[config.mk]
export PLATFORM = sky130hd
export DESIGN_NAME = fetch_sequencer_flat
export DESIGN_NICKNAME = d
export VERILOG_FILES = /design/src/rtl/fetch_pkg.sv /design/src/rtl/fetch_sequencer_if.sv /design/src/rtl/fetch_sequencer_ret_stack.sv /design/src/rtl/fetch_sequencer.sv /design/src/flat_wrapper.sv
export SDC_FILE = /design/constraint.sdc
export NUM_CORES = 1
export LEC_CHECK = 0
export ABC_AREA = 1
export CAP_MARGIN = 20
export CORE_ASPECT_RATIO = 1.75
export CORE_MARGIN = 2
export CORE_UTILIZATION = 42
export CTS_CLUSTER_DIAMETER = 40
export DETAILED_ROUTE_END_ITERATION = 10
export HOLD_SLACK_MARGIN = 0.12
export PLACE_DENSITY = 0.86
export SLEW_MARGIN = 0
export SYNTH_ARGS = -nofsm -noshare
export SYNTH_HDL_FRONTEND = slang
export SYNTH_HIERARCHICAL = 1
export SYNTH_SLANG_ARGS = --single-unit
[constraint.sdc]
create_clock -name clk -period 3.34 [get_ports clk]
set_clock_uncertainty 0.15 [all_clocks]
set_input_delay 0.668 -clock clk [delete_from_list [all_inputs] [get_ports clk]]
set_output_delay 0.668 -clock clk [all_outputs]
set_load 0.02 [all_outputs]
[src/rtl/fetch_pkg.sv]
// Shared types and defaults for the instruction-fetch sequencer.
package fetch_pkg;

  localparam int unsigned ADDR_W_DEF    = 16;
  localparam int unsigned DATA_W_DEF    = 16;
  localparam int unsigned TIMEOUT_DEF   = 255;
  localparam int unsigned RAS_DEPTH_DEF = 4;

  typedef enum logic [2:0] {
    IDLE,
    FETCH,
    HOLD,
    REDIR,
    HALTED
  } state_e;

  // Counter width able to hold 0..t-1 (at least one bit).
  function automatic int unsigned tmo_w(input int unsigned t);
    return (t > 1) ? $clog2(t) : 1;
  endfunction

  localparam int unsigned TMO_W = tmo_w(TIMEOUT_DEF);

endpackage

[src/rtl/fetch_sequencer_if.sv]
// PC / imem / decode / control signals of the fetch sequencer; RET_STACK_EN adds call_push, ret_pop.
interface fetch_sequencer_if
  import fetch_pkg::*;
#(
  parameter int unsigned ADDR_W = ADDR_W_DEF,
  parameter int unsigned DATA_W = DATA_W_DEF
);
  logic              pc_load;
  logic [ADDR_W-1:0] pc_count;
  logic [ADDR_W-1:0] pc_data;
  logic              imem_req;
  logic [ADDR_W-1:0] imem_addr;
  logic              imem_ack;
  logic [DATA_W-1:0] imem_rdata;
  logic              instr_valid;
  logic [DATA_W-1:0] instr;
  logic [ADDR_W-1:0] instr_pc;
  logic              instr_ready;
  logic              redirect_valid;
  logic [ADDR_W-1:0] redirect_target;
  logic              halt;
  logic              halted;
  logic              fetch_err;
`ifdef RET_STACK_EN
  logic              call_push;
  logic              ret_pop;
`endif

  modport master (
`ifdef RET_STACK_EN
    input  call_push, ret_pop,
`endif
    input  pc_count, imem_ack, imem_rdata, instr_ready, redirect_valid, redirect_target, halt,
    output pc_load, pc_data, imem_req, imem_addr, instr_valid, instr, instr_pc, halted, fetch_err
  );

  modport slave (
`ifdef RET_STACK_EN
    output call_push, ret_pop,
`endif
    output pc_count, imem_ack, imem_rdata, instr_ready, redirect_valid, redirect_target, halt,
    input  pc_load, pc_data, imem_req, imem_addr, instr_valid, instr, instr_pc, halted, fetch_err
  );
endinterface

[src/rtl/fetch_sequencer_ret_stack.sv]
// Circular return-address LIFO; a push when full overwrites the oldest entry.
module ret_stack #(
  parameter int unsigned DEPTH = 4,
  parameter int unsigned W     = 16
) (
  input  logic         clk,
  input  logic         rst,
  input  logic         push,
  input  logic [W-1:0] push_data,
  input  logic         pop,
  output logic         empty,
  output logic [W-1:0] top
);
  localparam int unsigned PTR_W = (DEPTH > 1) ? $clog2(DEPTH) : 1;
  localparam int unsigned CNT_W = $clog2(DEPTH + 1);

  logic [W-1:0]     mem [DEPTH];
  logic [PTR_W-1:0] wr_ptr;
  logic [PTR_W-1:0] top_ptr;
  logic [PTR_W-1:0] nxt_ptr;
  logic [CNT_W-1:0] cnt;

  assign top_ptr = (wr_ptr == '0) ? PTR_W'(DEPTH - 1) : wr_ptr - 1'b1;
  assign nxt_ptr = (wr_ptr == PTR_W'(DEPTH - 1)) ? '0 : wr_ptr + 1'b1;
  assign empty   = (cnt == '0);
  assign top     = mem[top_ptr];

  // Push+pop on a non-empty stack replaces the top in place.
  always_ff @(posedge clk or posedge rst) begin
    if (rst) begin
      wr_ptr <= '0;
      cnt    <= '0;
      for (int i = 0; i < int'(DEPTH); i++) mem[i] <= '0;
    end else if (push && pop && !empty) begin
      mem[top_ptr] <= push_data;
    end else if (push) begin
      mem[wr_ptr] <= push_data;
      wr_ptr      <= nxt_ptr;
      if (cnt != CNT_W'(DEPTH)) cnt <= cnt + 1'b1;
    end else if (pop && !empty) begin
      wr_ptr <= top_ptr;
      cnt    <= cnt - 1'b1;
    end
  end
endmodule

[src/rtl/fetch_sequencer.sv]
// Fetch controller: holds/advances the PC, issues imem reads, hands words to decode.
// Optional return-address stack enabled by defining RET_STACK_EN.
module fetch_sequencer
  import fetch_pkg::*;
#(
  parameter int unsigned ADDR_W  = ADDR_W_DEF,
  parameter int unsigned DATA_W  = DATA_W_DEF,
  parameter int unsigned TIMEOUT = TIMEOUT_DEF
`ifdef RET_STACK_EN
  , parameter int unsigned RAS_DEPTH = RAS_DEPTH_DEF
`endif
) (
  input logic               clk,
  input logic               rst,
  fetch_sequencer_if.master bus
);
  localparam int unsigned CNT_W = tmo_w(TIMEOUT);

  state_e            state;
  state_e            state_nx;
  logic [CNT_W-1:0]  tmo_cnt;
  logic              redir;
  logic              take;
  logic              accept;
  logic              tmo;
  logic [ADDR_W-1:0] redir_pc;

  assign redir = bus.redirect_valid & ~rst;

`ifdef RET_STACK_EN
  logic              ras_push;
  logic              ras_pop;
  logic              ras_empty;
  logic [ADDR_W-1:0] ras_top;

  assign ras_pop  = redir & bus.ret_pop;
  assign ras_push = accept & bus.call_push;
  assign redir_pc = (ras_pop && !ras_empty) ? ras_top : bus.redirect_target;

  ret_stack #(
    .DEPTH (RAS_DEPTH),
    .W     (ADDR_W)
  ) u_ret_stack (
    .clk       (clk),
    .rst       (rst),
    .push      (ras_push),
    .push_data (bus.instr_pc + ADDR_W'(1)),
    .pop       (ras_pop),
    .empty     (ras_empty),
    .top       (ras_top)
  );
`else
  assign redir_pc = bus.redirect_target;
`endif

  // Next state and PC control; a redirect overrides everything else.
  always_comb begin
    state_nx      = state;
    bus.pc_load   = 1'b1;
    bus.pc_data   = bus.pc_count;
    bus.imem_req  = (state == FETCH);
    bus.imem_addr = (state == FETCH) ? bus.pc_count : '0;
    bus.halted    = (state == HALTED);
    take          = 1'b0;
    accept        = 1'b0;
    tmo           = 1'b0;
    case (state)
      IDLE:   state_nx = bus.halt ? HALTED : FETCH;
      FETCH: begin
        if (bus.imem_ack) begin
          take        = 1'b1;
          bus.pc_load = 1'b0;
          state_nx    = HOLD;
        end else if (TIMEOUT != 0 && tmo_cnt == CNT_W'(TIMEOUT - 1)) begin
          tmo      = 1'b1;
          state_nx = REDIR;
        end
      end
      HOLD: begin
        if (bus.instr_ready) begin
          accept   = 1'b1;
          state_nx = bus.halt ? HALTED : FETCH;
        end
      end
      REDIR:  state_nx = FETCH;
      HALTED: if (!bus.halt) state_nx = FETCH;
      default: state_nx = IDLE;
    endcase
    if (redir) begin
      bus.pc_load = 1'b1;
      bus.pc_data = redir_pc;
      take        = 1'b0;
      accept      = 1'b0;
      tmo         = 1'b0;
      case (state)
        FETCH:   state_nx = REDIR;
        HALTED:  state_nx = HALTED;
        default: state_nx = FETCH;
      endcase
    end
  end

  // State, wait counter, captured instruction and sticky error.
  always_ff @(posedge clk or posedge rst) begin
    if (rst) begin
      state           <= IDLE;
      tmo_cnt         <= '0;
      bus.instr       <= '0;
      bus.instr_pc    <= '0;
      bus.instr_valid <= 1'b0;
      bus.fetch_err   <= 1'b0;
    end else begin
      state   <= state_nx;
      tmo_cnt <= (state == FETCH && state_nx == FETCH) ? tmo_cnt + 1'b1 : '0;
      if (take) begin
        bus.instr       <= bus.imem_rdata;
        bus.instr_pc    <= bus.pc_count;
        bus.instr_valid <= 1'b1;
      end else if (accept || redir) begin
        bus.instr_valid <= 1'b0;
      end
      if (redir)    bus.fetch_err <= 1'b0;
      else if (tmo) bus.fetch_err <= 1'b1;
    end
  end
endmodule

[src/flat_wrapper.sv]
// flat-port wrapper written by rule: the top's interface ports become plain ports
module fetch_sequencer_flat import fetch_pkg::*;
#(
  parameter int unsigned ADDR_W  = ADDR_W_DEF,
  parameter int unsigned DATA_W  = DATA_W_DEF,
  parameter int unsigned TIMEOUT = TIMEOUT_DEF

)
  (clk, rst, bus_pc_count, bus_imem_ack, bus_imem_rdata, bus_instr_ready, bus_redirect_valid, bus_redirect_target, bus_halt, bus_pc_load, bus_pc_data, bus_imem_req, bus_imem_addr, bus_instr_valid, bus_instr, bus_instr_pc, bus_halted, bus_fetch_err);
  fetch_sequencer_if #(.ADDR_W(ADDR_W), .DATA_W(DATA_W)) bus_i ();
  input logic clk;
  input logic rst;
  input wire logic [$bits(bus_i.pc_count)-1:0] bus_pc_count;
  input wire logic [$bits(bus_i.imem_ack)-1:0] bus_imem_ack;
  input wire logic [$bits(bus_i.imem_rdata)-1:0] bus_imem_rdata;
  input wire logic [$bits(bus_i.instr_ready)-1:0] bus_instr_ready;
  input wire logic [$bits(bus_i.redirect_valid)-1:0] bus_redirect_valid;
  input wire logic [$bits(bus_i.redirect_target)-1:0] bus_redirect_target;
  input wire logic [$bits(bus_i.halt)-1:0] bus_halt;
  output wire logic [$bits(bus_i.pc_load)-1:0] bus_pc_load;
  output wire logic [$bits(bus_i.pc_data)-1:0] bus_pc_data;
  output wire logic [$bits(bus_i.imem_req)-1:0] bus_imem_req;
  output wire logic [$bits(bus_i.imem_addr)-1:0] bus_imem_addr;
  output wire logic [$bits(bus_i.instr_valid)-1:0] bus_instr_valid;
  output wire logic [$bits(bus_i.instr)-1:0] bus_instr;
  output wire logic [$bits(bus_i.instr_pc)-1:0] bus_instr_pc;
  output wire logic [$bits(bus_i.halted)-1:0] bus_halted;
  output wire logic [$bits(bus_i.fetch_err)-1:0] bus_fetch_err;
  assign bus_i.pc_count = bus_pc_count;
  assign bus_i.imem_ack = bus_imem_ack;
  assign bus_i.imem_rdata = bus_imem_rdata;
  assign bus_i.instr_ready = bus_instr_ready;
  assign bus_i.redirect_valid = bus_redirect_valid;
  assign bus_i.redirect_target = bus_redirect_target;
  assign bus_i.halt = bus_halt;
  assign bus_pc_load = bus_i.pc_load;
  assign bus_pc_data = bus_i.pc_data;
  assign bus_imem_req = bus_i.imem_req;
  assign bus_imem_addr = bus_i.imem_addr;
  assign bus_instr_valid = bus_i.instr_valid;
  assign bus_instr = bus_i.instr;
  assign bus_instr_pc = bus_i.instr_pc;
  assign bus_halted = bus_i.halted;
  assign bus_fetch_err = bus_i.fetch_err;
  fetch_sequencer #(.ADDR_W(ADDR_W), .DATA_W(DATA_W), .TIMEOUT(TIMEOUT)) u_core (.clk(clk), .rst(rst), .bus(bus_i));
endmodule
### Yosys cells after proc, flatten, opt, wreduce, memory -nomap -nowiden

Cells that the tools add are included.

| word-level totals | value |
|---|---|
| bits in registers | 45 |
| logic and storage cells | 48 |
| input port bits | 54 |
| output and inout port bits | 69 |

| cells by class | value |
|---|---|
| equality and inequality tests | 6 |
| reductions and logical operators | 5 |
| bitwise gates (word level) | 2 |
| add/subtract/negate cells | 1 |
| mux-type cells | 28 |

Operator list:

| cell | number |
|---|---|
| two-way mux 16 bit | 2 |
| two-way mux 3 bit | 6 |
| two-way mux 1 bit | 17 |
| one-hot mux 3 bit (5 select lines) | 1 |
| adder 8 x 1 -> 8 bit (second input constant) | 1 |
| equality test 8 bit (second input constant) | 1 |
| two-way mux 8 bit | 1 |
| equality test 3 x 1 -> 1 bit (second input constant) | 2 |
| equality test 3 x 2 -> 1 bit (second input constant) | 2 |
| one-hot mux 3 bit (2 select lines) | 1 |
| nonzero test 2 bit | 2 |
| equality test 3 bit (second input constant) | 1 |
| logical NOT 3 bit | 1 |
| bitwise AND 1 bit | 1 |
| logical AND 1 bit | 1 |
| logical OR 1 bit | 1 |
| NOT 1 bit | 1 |

### Longest topological paths before layout

| logic depth | value |
|---|---|
| depth after elaboration | 8 |
| depth in mapped cells | 8 |
| mapped depth without buffers | 8 |

### Least setup slack after synthesis

Ideal clock, no wire load.

| timing | value |
|---|---|
| kind | input-to-output |
| start | input port bus_redirect_valid |
| end | output port bus_pc_data[0] |
| arrival | 1455 ps |
| slack | 1067 ps |
| required time | 2522 ps |
| buffers on the path | 1 |
| stages on the path | 4 |
| path through | inv_1 -> nor2_4 -> clkbuf_1 -> o21ai_0 |

| between the ends | value |
|---|---|
| word-level cells in the longest chain between the ends | 2 |

Ends and longest elaborated chain:

| what | RTL line | source |
|---|---|---|
| start, declared | flat_wrapper.sv:17 | `input wire logic [$bits(bus_i.redirect_valid)-1:0] bus_redirect_valid;` |
| bitwise AND 1 bit | fetch_sequencer.sv:28 | `assign redir = bus.redirect_valid & ~rst;` |
| two-way mux 16 bit | fetch_sequencer.sv:89 | `if (redir) begin` |
| end, declared | flat_wrapper.sv:21 | `output wire logic [$bits(bus_i.pc_data)-1:0] bus_pc_data;` |

Every way passes these cells.

### Final worst setup path

| timing | value |
|---|---|
| start | input port rst |
| end | output port bus_pc_data[5] |

| between the ends | value |
|---|---|
| word-level cells in the longest chain between the ends | 3 |

Ends and longest elaborated chain:

| what | RTL line | source |
|---|---|---|
| start, declared | flat_wrapper.sv:12 | `input logic rst;` |
| NOT 1 bit | fetch_sequencer.sv:28 |  |
| bitwise AND 1 bit | fetch_sequencer.sv:28 |  |
| two-way mux 16 bit | fetch_sequencer.sv:89 |  |

Every way passes these cells.

==> results_dict.tcl <==
set metrics [dict create \
    synth.area.mux_share_pct 0 \
    die_y_um 100 \
    synth_top_cell_area_share_pct 50.7 \
    antenna_found_initial 0 \
    vdd_ir_drop_max_mv 0.463 \
    leakagePower_nw 1.68 \
    viasPerCell 4.73 \
    cts.sinks 45 \
    slew-limit-headroom_pct 53.1 \
    wire_per_inst_um 13.4 \
    power_density_nw_per_um2 727 \
    yosys.area.top_type "dfrtp_1" \
    ant_nets 0 \
    synthTopCellsByCount "nand2_1 (60), dfrtp_1 (45), inv_1 (42)" \
    syn_inst 271 \
    clk_path_buf_depth 2 \
    synth_edf_count 0 \
    synthAdderAreaFrac_pct 1.13 \
    cts_inserted_buffers 5 \
    failed_checks "design-rule violations" \
    yosys.area_share.simple_pct 21.2 \
    hold_class "flop to flop" \
    tightestPinTransition_ns 0.704 \
    crit_slowest_cell "clkdlybuf4s50_1" \
    drive_above_1_share_pct 9.34 \
    yosys_register_bits 45 \
    grt_usage_pct 20.8 \
    cpMostUsedCell "clkdlybuf4s50_1" \
    setup_ws_ns 0.188 \
    io_pins 123 \
    hold_ws_ns 0.339 \
    drt_iter0_markers 88 \
    worstSetupPathType "input pin to output pin" \
    crit_path_end_kind "output pin" \
    status "complete, but fails checks" \
    synth_most_common_cell "nand2_1" \
    slew_viol_final 0 \
    critPathRequiredTime_ns 2.52 \
    crit_fanout 22 \
    root_buffer "clkbuf_8" \
    path_clk_slew_ns 0.07 \
    ys_seq_area_share_pct 50.7 \
    critPathArrivalTime_ns 2.33 \
    numPortBuffers 122 \
    fmax_mhz 317 \
    drt_wl_total_um 6030 \
    grt_max_degree 66 \
    gp_congestion 0.772 \
    finalSetupTns_ns 0 \
    synthDistinctLibCells 22 \
    post_cts_buffers 0 \
    critPathMaxStageDelay_ns 0.63 \
    die_w_um 59.0 \
    synth.avg_cell_area_um2 8.20 \
    cts_tree "done" \
    critPathTopFamily "buffers and inverters" \
    setup_violations 0 \
    fillers 430 \
    cp_cell_sequence "clkdlybuf4s50_1, nor2_4, buf_4, nand2_1, o21ai_0, clkdlybuf4s50_1" \
    ys.flop_type "dfrtp_1" \
    ys_warn_count 6 \
    period_needed_ns 3.15 \
    dp_cells 443 \
    fin_nets 451 \
    h-tree-depth 2 \
    synth_compound_area_share_pct 13.3 \
    start_kind "input pin" \
    grt_pass1_vias 2013 \
    synthArstFlopShare_pct 100 \
    gr-total-overflow 0 \
    clk_latency_ns 0.29 \
    rsz0062_at_grt "no" \
    fin_crit_sh_pct 94.4 \
    maxCapViolations 0 \
    multiInputGateArea_um2 845 \
    syn-num-nets 327 \
    grt_first_pass_wirelength_um 9350 \
    drc 4 \
    power.total_mw 2.61 \
    antenna_cells 0 \
    pre_cts_slack_ns 0.184 \
    syn-cell-area_um2 2220 \
    dieArea_um2 5910 \
    fp-row-count 35 \
    seqCellArea_um2 1130 \
    vias 2132 \
    hpwl_um 4780 \
    synthXorXnorAreaFrac_pct 2.37 \
    core_area_um2 5170 \
    cts_resized 0 \
    start_util_pct 43.0 \
    final_cells 451 \
    area_growth_pct 61.7 \
    drt_pass1_iterations 7 \
    synth.area.top_cells "dfrtp_1 (51%), nand2_1 (10%), inv_1 (7.1%)" \
    hold_viol_final 0 \
    synth_top_family_by_area "simple AND/OR/NAND/NOR gates" \
    cts_hold_buf 0 \
    crit_buf_inv 3 \
]
==> cell type report <==
type	instances	share of cell area (%)
clock inverter	1	0.836
sequential	45	31.4
inverter	45	4.70
clock buffer	7	2.40
multi-input combinational	170	23.5
tap	55	1.92
timing repair buffer	128	35.3
==> metal layers <==
metal	share of wire [%]	track usage, %	vias up
met3	3.8	3.09	10
li1	-	-	1079
met2	57	38.0	62
met5	0	0	-
met1	37	23.1	981
met4	2.3	8.74	0
==> where the power goes <==
part           switching (mW)  total (mW)  internal, mW
logic                   0.692        1.32         0.625
registers               0.123       0.876         0.753
clock network           0.173       0.417         0.244
total                   0.987        2.61          1.62
==> state kept, by name, indices dropped and copies added (netlist names) <==
name / count
u_core/bus.instr: 16
u_core/bus.instr_pc: 16
u_core/tmo_cnt: 8
u_core/state: 3
u_core/bus.fetch_err: 1
u_core/bus.instr_valid: 1
==> final timing paths <==
kind	start	endpoint	slack (ns)	cells past startpoint
setup / recovery	rst	bus_pc_data[5]	0.19	6
hold / removal	u_core/tmo_cnt[0]$_DFF_PP0_	u_core/tmo_cnt[0]$_DFF_PP0_	0.34	1
setup reg to reg	u_core/state[0]$_DFF_PP0_	u_core/bus.instr_pc[13]$_DFFE_PP0P_	1.57	6
hold reg to reg	u_core/tmo_cnt[0]$_DFF_PP0_	u_core/tmo_cnt[0]$_DFF_PP0_	0.34	1
max in group asynchronous	rst	u_core/tmo_cnt[2]$_DFF_PP0_	1.84	3
min in group asynchronous	rst	u_core/bus.instr[2]$_DFFE_PP0P_	0.63	2
==> per-stage QoR <==
step | cell area, um2 | util (%)
finish | 3590 | 69.5
global route | 3590 | 69.5
CTS | 3590 | 69.5
detailed placement | 3470 | 67.2
global placement | 3470 | 67.2
floorplan | 2220 | -
==> kinds of logic after synthesis <==
logic type | count (synthesis)
and+or+nand+nor | 112
buffers and inverters | 56
AOI/OAI and AO/OA | 50
DFF | 45
xor gates and xnor gates | 6
adders and majority gates | 2
==> layout by cell type (no fill, tap or decap) <==
cell | synthesis | final
nand3_1 | 7 | 7
clkinv_1 | 1 | 1
ha_1 | 2 | 2
a21oi_1 | 1 | 1
nand2_1 | 60 | 60
bufinv_16 | 0 | 1
nand3_2 | 1 | 1
nor3_1 | 1 | 1
xor2_1 | 4 | 4
clkbuf_8 | 0 | 6
nand4_1 | 2 | 2
inv_2 | 2 | 3
buf_4 | 0 | 6
xnor2_1 | 2 | 2
nor2_1 | 33 | 33
o21ai_1 | 18 | 18
dfrtp_1 | 45 | 45
nand2_2 | 6 | 6
inv_1 | 42 | 41
clkbuf_1 | 4 | 1
o21ai_0 | 19 | 19
nor2_4 | 2 | 2
clkdlybuf4s50_1 | 0 | 122
o21ai_2 | 12 | 12
Power figures use the tool's default switching activity.
